<file path="config.mk">
export PLATFORM = sky130hd
export DESIGN_NAME = disteu_match_ctrl
export DESIGN_NICKNAME = d
export VERILOG_FILES = /design/src/rtl/disteu_pkg.sv /design/src/rtl/disteu_min_track.sv /design/src/rtl/disteu_match_ctrl.sv
export SDC_FILE = /design/constraint.sdc
export NUM_CORES = 1
export LEC_CHECK = 0
export ABC_AREA = 1
export BUFFER_PORTS_ARGS = -buffer_cell sky130_fd_sc_hd__buf_4
export CAP_MARGIN = 25
export CORE_MARGIN = 2
export CORE_UTILIZATION = 33
export DETAILED_ROUTE_END_ITERATION = 8
export PLACE_DENSITY_LB_ADDON = 0.1
export SYNTH_ARGS = -nofsm -noshare
export SYNTH_HDL_FRONTEND = slang
export SYNTH_SLANG_ARGS = --single-unit
</file>
<file path="constraint.sdc">
create_clock -name clk -period 4.64 [get_ports clk]
set_input_delay 0.464 -clock clk [delete_from_list [all_inputs] [get_ports clk]]
set_output_delay 0.464 -clock clk [all_outputs]
set_load 0.02 [all_outputs]
</file>
<file path="src/rtl/disteu_pkg.sv">
// Shared types and constants for the disteu match controller: FSM state
// encoding, disteu mode field values and the distance word width.
package disteu_pkg;

    localparam int DIST_W = 30;

    localparam logic [1:0] MODE_ONE_TO_ONE   = 2'b00;
    localparam logic [1:0] MODE_ONE_TO_MANY  = 2'b01;
    localparam logic [1:0] MODE_MANY_TO_MANY = 2'b10;

    typedef enum logic [2:0] {
        IDLE,
        CFG,
        WAIT_RES,
        COMPARE,
        DONE
    } state_t;

endpackage

</file>
<file path="src/rtl/disteu_min_track.sv">
// Running minimum over speaker distances; the first candidate of a job always
// loads, later ones replace only on strictly smaller distance.
module disteu_min_track
    import disteu_pkg::*;
#(
    parameter int ID_W = 2
) (
    input  logic              clk,
    input  logic              rst_n,
    input  logic              clear,
    input  logic              update,
    input  logic [ID_W-1:0]   cand_id,
    input  logic [DIST_W-1:0] cand_dist,
    output logic [ID_W-1:0]   best_id,
    output logic [DIST_W-1:0] best,
    output logic [ID_W-1:0]   best_id_next,
    output logic [DIST_W-1:0] best_next
);

    logic              take;
    logic [ID_W-1:0]   best_id_reg;
    logic [DIST_W-1:0] best_reg;

    assign take         = update && ((cand_id == '0) || (cand_dist < best_reg));
    assign best_next    = take ? cand_dist : best_reg;
    assign best_id_next = take ? cand_id : best_id_reg;
    assign best         = best_reg;
    assign best_id      = best_id_reg;

    always_ff @(posedge clk or negedge rst_n) begin
        if (!rst_n) begin
            best_reg    <= '0;
            best_id_reg <= '0;
        end else if (clear) begin
            best_reg    <= '0;
            best_id_reg <= '0;
        end else begin
            best_reg    <= best_next;
            best_id_reg <= best_id_next;
        end
    end

endmodule

</file>
<file path="src/rtl/disteu_match_ctrl.sv">
// Sequences one disteu many-to-many run per speaker codebook and reports the
// closest speaker. Define DISTEU_CTRL_TIMEOUT_EN to add a CFG/WAIT_RES watchdog.
module disteu_match_ctrl
    import disteu_pkg::*;
#(
    parameter int MEAN_FRAME_WIDTH = 9,
    parameter int NUM_SPK          = 4,
    parameter int CB_COLS          = 16,
    parameter int TIMEOUT_CYC      = 65535,
    localparam int SPK_W           = (NUM_SPK > 1) ? $clog2(NUM_SPK) : 1
) (
    input  logic                        clk,
    input  logic                        rst_n,
    input  logic                        start,
    input  logic [MEAN_FRAME_WIDTH-1:0] frame_num,
    output logic                        busy,
    output logic                        done,
    output logic                        err,
    output logic [SPK_W-1:0]            spk_id,
    output logic [DIST_W-1:0]           best_dist,
    output logic [SPK_W-1:0]            cb_sel,
    output logic                        cfg_valid,
    output logic [MEAN_FRAME_WIDTH-1:0] cfg_data,
    output logic                        cfg_last,
    output logic [5:0]                  cfg_mode_data,
    input  logic                        dist_ready,
    input  logic                        dist_valid,
    input  logic [DIST_W-1:0]           dist_data
);

    state_t                      state_reg, state_next;
    logic [MEAN_FRAME_WIDTH-1:0] fn_reg;
    logic [MEAN_FRAME_WIDTH-1:0] idx_reg;
    logic [SPK_W-1:0]            k_reg;
    logic [DIST_W-1:0]           cap_reg;
    logic                        gap_reg;
    logic                        err_reg;
    logic [SPK_W-1:0]            spk_id_reg;
    logic [DIST_W-1:0]           best_dist_reg;

    logic                        beat;
    logic                        last_beat;
    logic                        last_spk;
    logic                        timeout;
    logic [SPK_W-1:0]            best_id, best_id_next;
    logic [DIST_W-1:0]           best, best_next;

    // The first CFG cycle after a COMPARE is held empty so disteu can re-init.
    assign beat      = (state_reg == CFG) && !gap_reg && dist_ready;
    assign last_beat = beat && (idx_reg == fn_reg - 1'b1);
    assign last_spk  = (k_reg == SPK_W'(NUM_SPK - 1));

    disteu_min_track #(
        .ID_W (SPK_W)
    ) u_min_track (
        .clk          (clk),
        .rst_n        (rst_n),
        .clear        ((state_reg == IDLE) && start),
        .update       (state_reg == COMPARE),
        .cand_id      (k_reg),
        .cand_dist    (cap_reg),
        .best_id      (best_id),
        .best         (best),
        .best_id_next (best_id_next),
        .best_next    (best_next)
    );

`ifdef DISTEU_CTRL_TIMEOUT_EN
    logic [31:0] to_cnt_reg;

    assign timeout = ((state_reg == CFG) || (state_reg == WAIT_RES))
                     && (to_cnt_reg == 32'(TIMEOUT_CYC - 1));

    always_ff @(posedge clk or negedge rst_n) begin
        if (!rst_n) begin
            to_cnt_reg <= '0;
        end else if ((state_next != state_reg) || beat) begin
            to_cnt_reg <= '0;
        end else if ((state_reg == CFG) || (state_reg == WAIT_RES)) begin
            to_cnt_reg <= to_cnt_reg + 32'd1;
        end
    end
`else
    assign timeout = 1'b0;
`endif

    always_comb begin
        state_next = state_reg;
        case (state_reg)
            IDLE: begin
                if (start) begin
                    state_next = (frame_num == '0) ? DONE : CFG;
                end
            end
            CFG: begin
                if (last_beat) begin
                    state_next = WAIT_RES;
                end else if (timeout && !beat) begin
                    state_next = DONE;
                end
            end
            WAIT_RES: begin
                if (dist_valid) begin
                    state_next = COMPARE;
                end else if (timeout) begin
                    state_next = DONE;
                end
            end
            COMPARE: state_next = last_spk ? DONE : CFG;
            DONE:    state_next = IDLE;
            default: state_next = IDLE;
        endcase
    end

    always_ff @(posedge clk or negedge rst_n) begin
        if (!rst_n) begin
            state_reg     <= IDLE;
            fn_reg        <= '0;
            idx_reg       <= '0;
            k_reg         <= '0;
            cap_reg       <= '0;
            gap_reg       <= 1'b0;
            err_reg       <= 1'b0;
            spk_id_reg    <= '0;
            best_dist_reg <= '0;
        end else begin
            state_reg <= state_next;
            case (state_reg)
                IDLE: begin
                    if (start) begin
                        fn_reg  <= frame_num;
                        idx_reg <= '0;
                        k_reg   <= '0;
                        gap_reg <= 1'b0;
                    end
                end
                CFG: begin
                    gap_reg <= 1'b0;
                    if (beat) begin
                        idx_reg <= last_beat ? '0 : idx_reg + 1'b1;
                    end
                end
                WAIT_RES: begin
                    if (dist_valid) begin
                        cap_reg <= dist_data;
                    end
                end
                COMPARE: begin
                    if (!last_spk) begin
                        k_reg   <= k_reg + 1'b1;
                        gap_reg <= 1'b1;
                    end
                end
                default: ;
            endcase

            // Result registers load on DONE entry and hold until the next job ends.
            if (state_next == DONE) begin
                if (state_reg == COMPARE) begin
                    err_reg       <= 1'b0;
                    spk_id_reg    <= best_id_next;
                    best_dist_reg <= best_next;
                end else if (state_reg == IDLE) begin
                    err_reg       <= 1'b1;
                    spk_id_reg    <= '0;
                    best_dist_reg <= '0;
                end else begin
                    err_reg       <= 1'b1;
                    spk_id_reg    <= best_id;
                    best_dist_reg <= best;
                end
            end
        end
    end

    assign busy          = (state_reg == CFG) || (state_reg == WAIT_RES) || (state_reg == COMPARE);
    assign done          = (state_reg == DONE);
    assign err           = err_reg;
    assign spk_id        = spk_id_reg;
    assign best_dist     = best_dist_reg;
    assign cb_sel        = k_reg;
    assign cfg_valid     = beat;
    assign cfg_last      = last_beat;
    assign cfg_data      = idx_reg;
    assign cfg_mode_data = {MODE_MANY_TO_MANY, 4'(CB_COLS - 1)};

endmodule

</file>
# [Word level (Yosys, flattened, before mapping)]
# Cells that the tools add are included.
[totals] ff_bits=119 latchBits=0 ram_bits=0 romBits=0 inputBits=44 out_inout_bits=54 wordCells=70 mem_count=0
[classes] addsub=3 n_mul=0 n_div=0 n_lt_le_gt_ge=1 eq_ne=10 n_shift=0 n_mux=25 bitwise=0 reduce_logical=20
[ops] cell="30-bit 2-to-1 mux" n=4
[ops] cell="30-bit less-than comparator" n=1
[ops] cell="9-bit 2-to-1 mux" n=3
[ops] cell="9-bit one-hot mux with 2 select lines" n=1
[ops] cell="3-bit 2-to-1 mux" n=5
[ops] cell="2-bit 2-to-1 mux" n=6
[ops] cell="3-bit one-hot mux with 4 select lines" n=1
[ops] cell="9-bit by 1-bit adder with 9-bit output (second input constant)" n=1
[ops] cell="9-bit equality test" n=1
[ops] cell="9-bit zero test" n=1
[ops] cell="3-bit AND reduction" n=3
[ops] cell="9-bit by 1-bit subtractor with 9-bit output (second input constant)" n=1
[ops] cell="3-bit by 2-bit equality test with 1-bit output (second input constant)" n=2
[ops] cell="3-bit equality test (second input constant)" n=2
[ops] cell="2-bit != test (second input constant)" n=3
[ops] cell="1-bit logical AND" n=5
[ops] cell="2-bit one-hot mux with 2 select lines" n=1
[ops] cell="2-bit AND reduction" n=2
[ops] cell="2-bit nonzero test" n=2
[ops] cell="3-bit by 1-bit equality test with 1-bit output (second input constant)" n=1
[ops] cell="3-bit zero test" n=1
[ops] cell="1-bit logical OR" n=3
[ops] cell="1-bit 2-to-1 mux" n=3
[ops] cell="1-bit one-hot mux with 3 select lines" n=1
[ops] cell="5 further kinds" n=5

# [Logic depth before layout (Yosys ltp)]
[depth] ltp_word=7 mapped_depth=16 mapped_depth_nobuf=15

# [By module]
# From an unflattened synthesis, not the netlist that was laid out.
[unflattened] hier_cells=848 area_unflattened_um2=6731.5
[modules_own_cells] mod="disteu_match_ctrl" n_inst=1 cells_each=462 area_each_um2=4132.7 seq_area_each_um2=2177.1
[modules_own_cells] mod="disteu_min_track" n_inst=1 cells_each=386 area_each_um2=2598.7 seq_area_each_um2=800.8

# [Worst setup path after synthesis]
# Ideal clock, no wire load.
[synth_timing] kind="reg2out" startpoint="register fn_reg[0]" endpoint="output port cfg_last" arrival_ns=1.546 required_ns=4.176 slack_ns=2.630 path_stages_with_launch=10 n_path_buf=0 cell_sequence="dfrtp_1 inv_1 ha_1 xor2_1 o21ai_0 nor2_1 nand3b_1 nor2_2 nand4_2 inv_1"
[synth_between] elab_chain_len=3
[synth_lines] element="start, declared" line_no="disteu_match_ctrl.sv:32" rtl="logic [MEAN_FRAME_WIDTH-1:0] fn_reg;"
[synth_lines] element="start signal, assigned" line_no="disteu_match_ctrl.sv:131" rtl="fn_reg <= frame_num;"
[synth_lines] element="9-bit by 1-bit subtractor with 9-bit output" line_no="disteu_match_ctrl.sv:50" rtl="assign last_beat = beat && (idx_reg == fn_reg - 1'b1);"
[synth_lines] element="9-bit equality test" line_no="disteu_match_ctrl.sv:50"
[synth_lines] element="1-bit logical AND" line_no="disteu_match_ctrl.sv:50"
[synth_lines] element="end, declared" line_no="disteu_match_ctrl.sv:24" rtl="output logic cfg_last,"
# Every way passes these cells.

# [Final worst setup path]
# Ends and elaborated chain as after synthesis.

==> flow_summary_export.csv <==
group,metric,value,unit
logic_synthesis,synth_top_area_share,47.0,%
timing,slew_viol_final,0,
floorplan,rows,50,
logic_synthesis,ys_seq_area_share,47.0,%
routing,drt-initial-drc-count,241,
floorplan,coreArea,0.0188,mm2
logic_synthesis,ys_seq_elements,119,
clocking,cts-root-buf,"clkbuf_16",
worst_setup_path,endpoint,"cfg_last",
worst_setup_path,timing.rr.start,"cap_reg[17]$_DFFE_PN0P_",
logic_synthesis,synthFlopType,"dfrtp_1",
logic_synthesis,synth.avg_cell_area,8.21,um2
global_route,grt_pass1_wl,24700,um
pwr,p_int,2.32,mW
worst_setup_path,endpoint_kind,"output port",
placement,postPlaceCellArea,0.00709,mm2
final_layout,final_cell_area,0.00766,mm2
pwr,ir_drop,238,uV
clocking,htree_levels,4,
placement,post-place-ws,1.77,ns
floorplan,die_h,142,um
logic_synthesis,yosys-top-cells-count,"136 x nand2_1, 119 x dfrtp_1, 118 x nor2_1, 98 x inv_1, 78 x a21oi_1",
placement,gp_congestion,0.770,
worst_setup_path,worst-r2r-setup-slack,2.01,ns
clocking,clkLatencyLatePin,0.42,ns
routing,vias_per_cell,4.63,
routing,drc,0,
global_route,grt.overflow.total,0,
min_path,min_path_type,"primary input to asynchronous set/reset pin",
global_route,met3_usage,3.67,%
timing,fin_crit_sh,58.4,%
worst_setup_path,required,4.18,ns
worst_setup_path,worstPathMaxFanout,3,
routing,wire_per_inst,13.7,um
logic_synthesis,synth_warnings,0,
clocking,cts_tree,"built",
global_route,use_met1,20.7,%
placement,portBuffers,91,
clocking,ctsResizeCount,0,
timing,setup_violations,0,
floorplan,pin_count,98,
worst_setup_path,cp.arrival,2.24,ns
run_status,status,"complete, no violations",
clocking,clk_path_buf_depth,2,
pwr,power_density,449,mW/mm2
worst_setup_path,r2r_cells,12,
logic_synthesis,syn_area,0.00633,mm2
timing,worstMarginPinSlew,0.888,ns
pwr,power.leakage,3.80,nW
logic_synthesis,async_flop_share,100,%
timing,slew_headroom,40.7,%
job,maxCapViolations,0,
final_layout,final_cells,1098,
placement,hpwl,10200,um
final_layout,fillers,1914,
clocking,cts_made_buffers,17,
worst_setup_path,startpoint,"fn_reg[0]$_DFFE_PN0P_",
routing,wl,15100,um
global_route,grt_pass1_vias,5073,
final_layout,n_antenna_cell,0,
logic_synthesis,yosysMostFrequentCell,"nand2_1",
timing,fmax,369,MHz
final_layout,area_growth_syn_to_layout,21.0,%
clocking,cts_hold_buf,0,
timing,skew,0.0101,ns
routing,dr.pass1.iters,6,
worst_setup_path,critPathLaunchType,"flop",
final_layout,fin_util,40.8,%
logic_synthesis,synth_edf_count,0,
pwr,p_clk_share,36.6,%
clocking,clk_pin_slew,0.05,ns
pwr,switching_share,32.5,%
timing,hold_viol_final,0,
pwr,combPwrFrac,25.7,%
global_route,busiest_layer,"met2",
floorplan,die_w,142,um
logic_synthesis,yosysTopAreaCell,"dfrtp_1",
final_layout,drive_gt1_share,18.5,%
clocking,cts_setup_buffers,0,
global_route,antenna_found_initial,0,
global_route,grt_max_degree,67,
routing,ant_nets,0,
global_route,grt_use_met2,25.1,%
timing,post-route-min-period,2.71,ns
logic_synthesis,synthDistinctLibCells,35,
timing,setup_tns,0,ns
pwr,p_switching,1.12,mW
final_layout,nNetsFinal,929,
floorplan,initial_core_util,33.7,%
routing,vias,5080,
logic_synthesis,ys_top_cells_by_area,"dfrtp_1 47%, nand2_1 8.1%, nor2_1 7.0%",
pwr,seq_power_share,37.7,%
final_layout,regArea,0.00298,mm2
placement,dp.cells,1066,
global_route,grt_use_total,15.7,%
clocking,clkSinkCount,119,
final_layout,multi_input_area,0.00272,mm2
timing,grt_setup_unrepaired,"false",
timing,timing.final.ws_setup,1.93,ns
worst_setup_path,rr_endpoint,"spk_id[1]$_DFFE_PN0N_",
worst_setup_path,path_class,"flop to output port",
logic_synthesis,syn_inst,771,
floorplan,die_area,0.0203,mm2
==> how the worst min path moves through the flow <==
stage,start,to,cells past startpoint
5_1_grt,rst_n,best_dist[5]$_DFFE_PN0N_,1
3_3_place_gp,best_dist[10]$_DFFE_PN0N_,best_dist[10]$_DFFE_PN0N_,2
4_1_cts,rst_n,best_dist[5]$_DFFE_PN0N_,1
3_5_place_dp,fn_reg[8]$_DFFE_PN0P_,fn_reg[8]$_DFFE_PN0P_,2
6_report,rst_n,cap_reg[7]$_DFFE_PN0P_,1
2_1_floorplan,rst_n,best_dist[0]$_DFFE_PN0N_,0
==> layout make-up <==
| class | instances | share of cell area, % |
|---|---|---|
| sequential | 119 | 38.9 |
| multi-input combinational | 515 | 35.4 |
| timing repair buffer | 96 | 9.57 |
| clock buffer | 21 | 5.88 |
| inverter | 103 | 5.05 |
| tap | 234 | 3.82 |
| clock inverter | 10 | 1.37 |
==> worst max-delay path, cell delays in order, from the launching register on <==
cell	delay, ns
dfrtp_1	0.41
inv_1	0.10
ha_1	0.30
xor2_1	0.17
o21ai_0	0.11
nor2_1	0.11
nand3b_1	0.09
nor2_2	0.12
nand4_2	0.17
inv_1	0.10
buf_4	0.14
==> cells by family after synthesis <==
family / after synthesis / synth area share, %
buf+inv: 141 / 10.4
fa+ha+maj: 33 / 6.52
flops: 119 / 47.0
simple gates: 360 / 25.2
xor+xnor: 19 / 2.63
compound gates: 97 / 8.12
other cells: 2 / 0.119
==> per-layer routing <==
metal / up-vias / part of all wire [%]
li1: 2582 / -
met1: 2372 / 48
met4: 0 / 1.6
met5: - / 0
met3: 19 / 4.5
met2: 107 / 46
==> power by group through the flow <==
stage / combinational [mW] / sequential, mW / clock, mW
global route: 1.02 / 1.32 / 1.34
CTS: 0.901 / 1.30 / 1.29
finish: 0.885 / 1.30 / 1.26
global placement: 0.878 / 1.31 / 0
floorplan: 0.646 / 1.32 / 0
detailed placement: 0.896 / 1.31 / 0
==> through the flow <==
| step | power (mW) | hold WS [ns] |
|---|---|---|
| after floorplan | 1.97 | 0.168 |
| after global placement | 2.19 | 0.511 |
| after detailed placement | 2.21 | 0.514 |
| after CTS | 3.49 | 0.108 |
| after global routing | 3.67 | 0.136 |
| final | 3.44 | 0.0959 |
==> cell usage in the layout (no fill, tap or decap), types with 3 or more instances in the layout <==
master	count
a21oi_1	78
a21oi_2	4
buf_4	95
clkbuf_1	3
clkbuf_16	17
clkinv_2	6
conb_1	6
dfrtp_1	119
ha_1	33
inv_1	98
inv_2	5
nand2_1	136
nand2_2	6
nand2_4	5
nand3_1	71
nand4_1	4
nand4_2	3
nor2_1	118
nor2_2	3
o21ai_0	10
or2_2	3
xnor2_1	5
xor2_1	14
(Power assumes the default switching activity.)
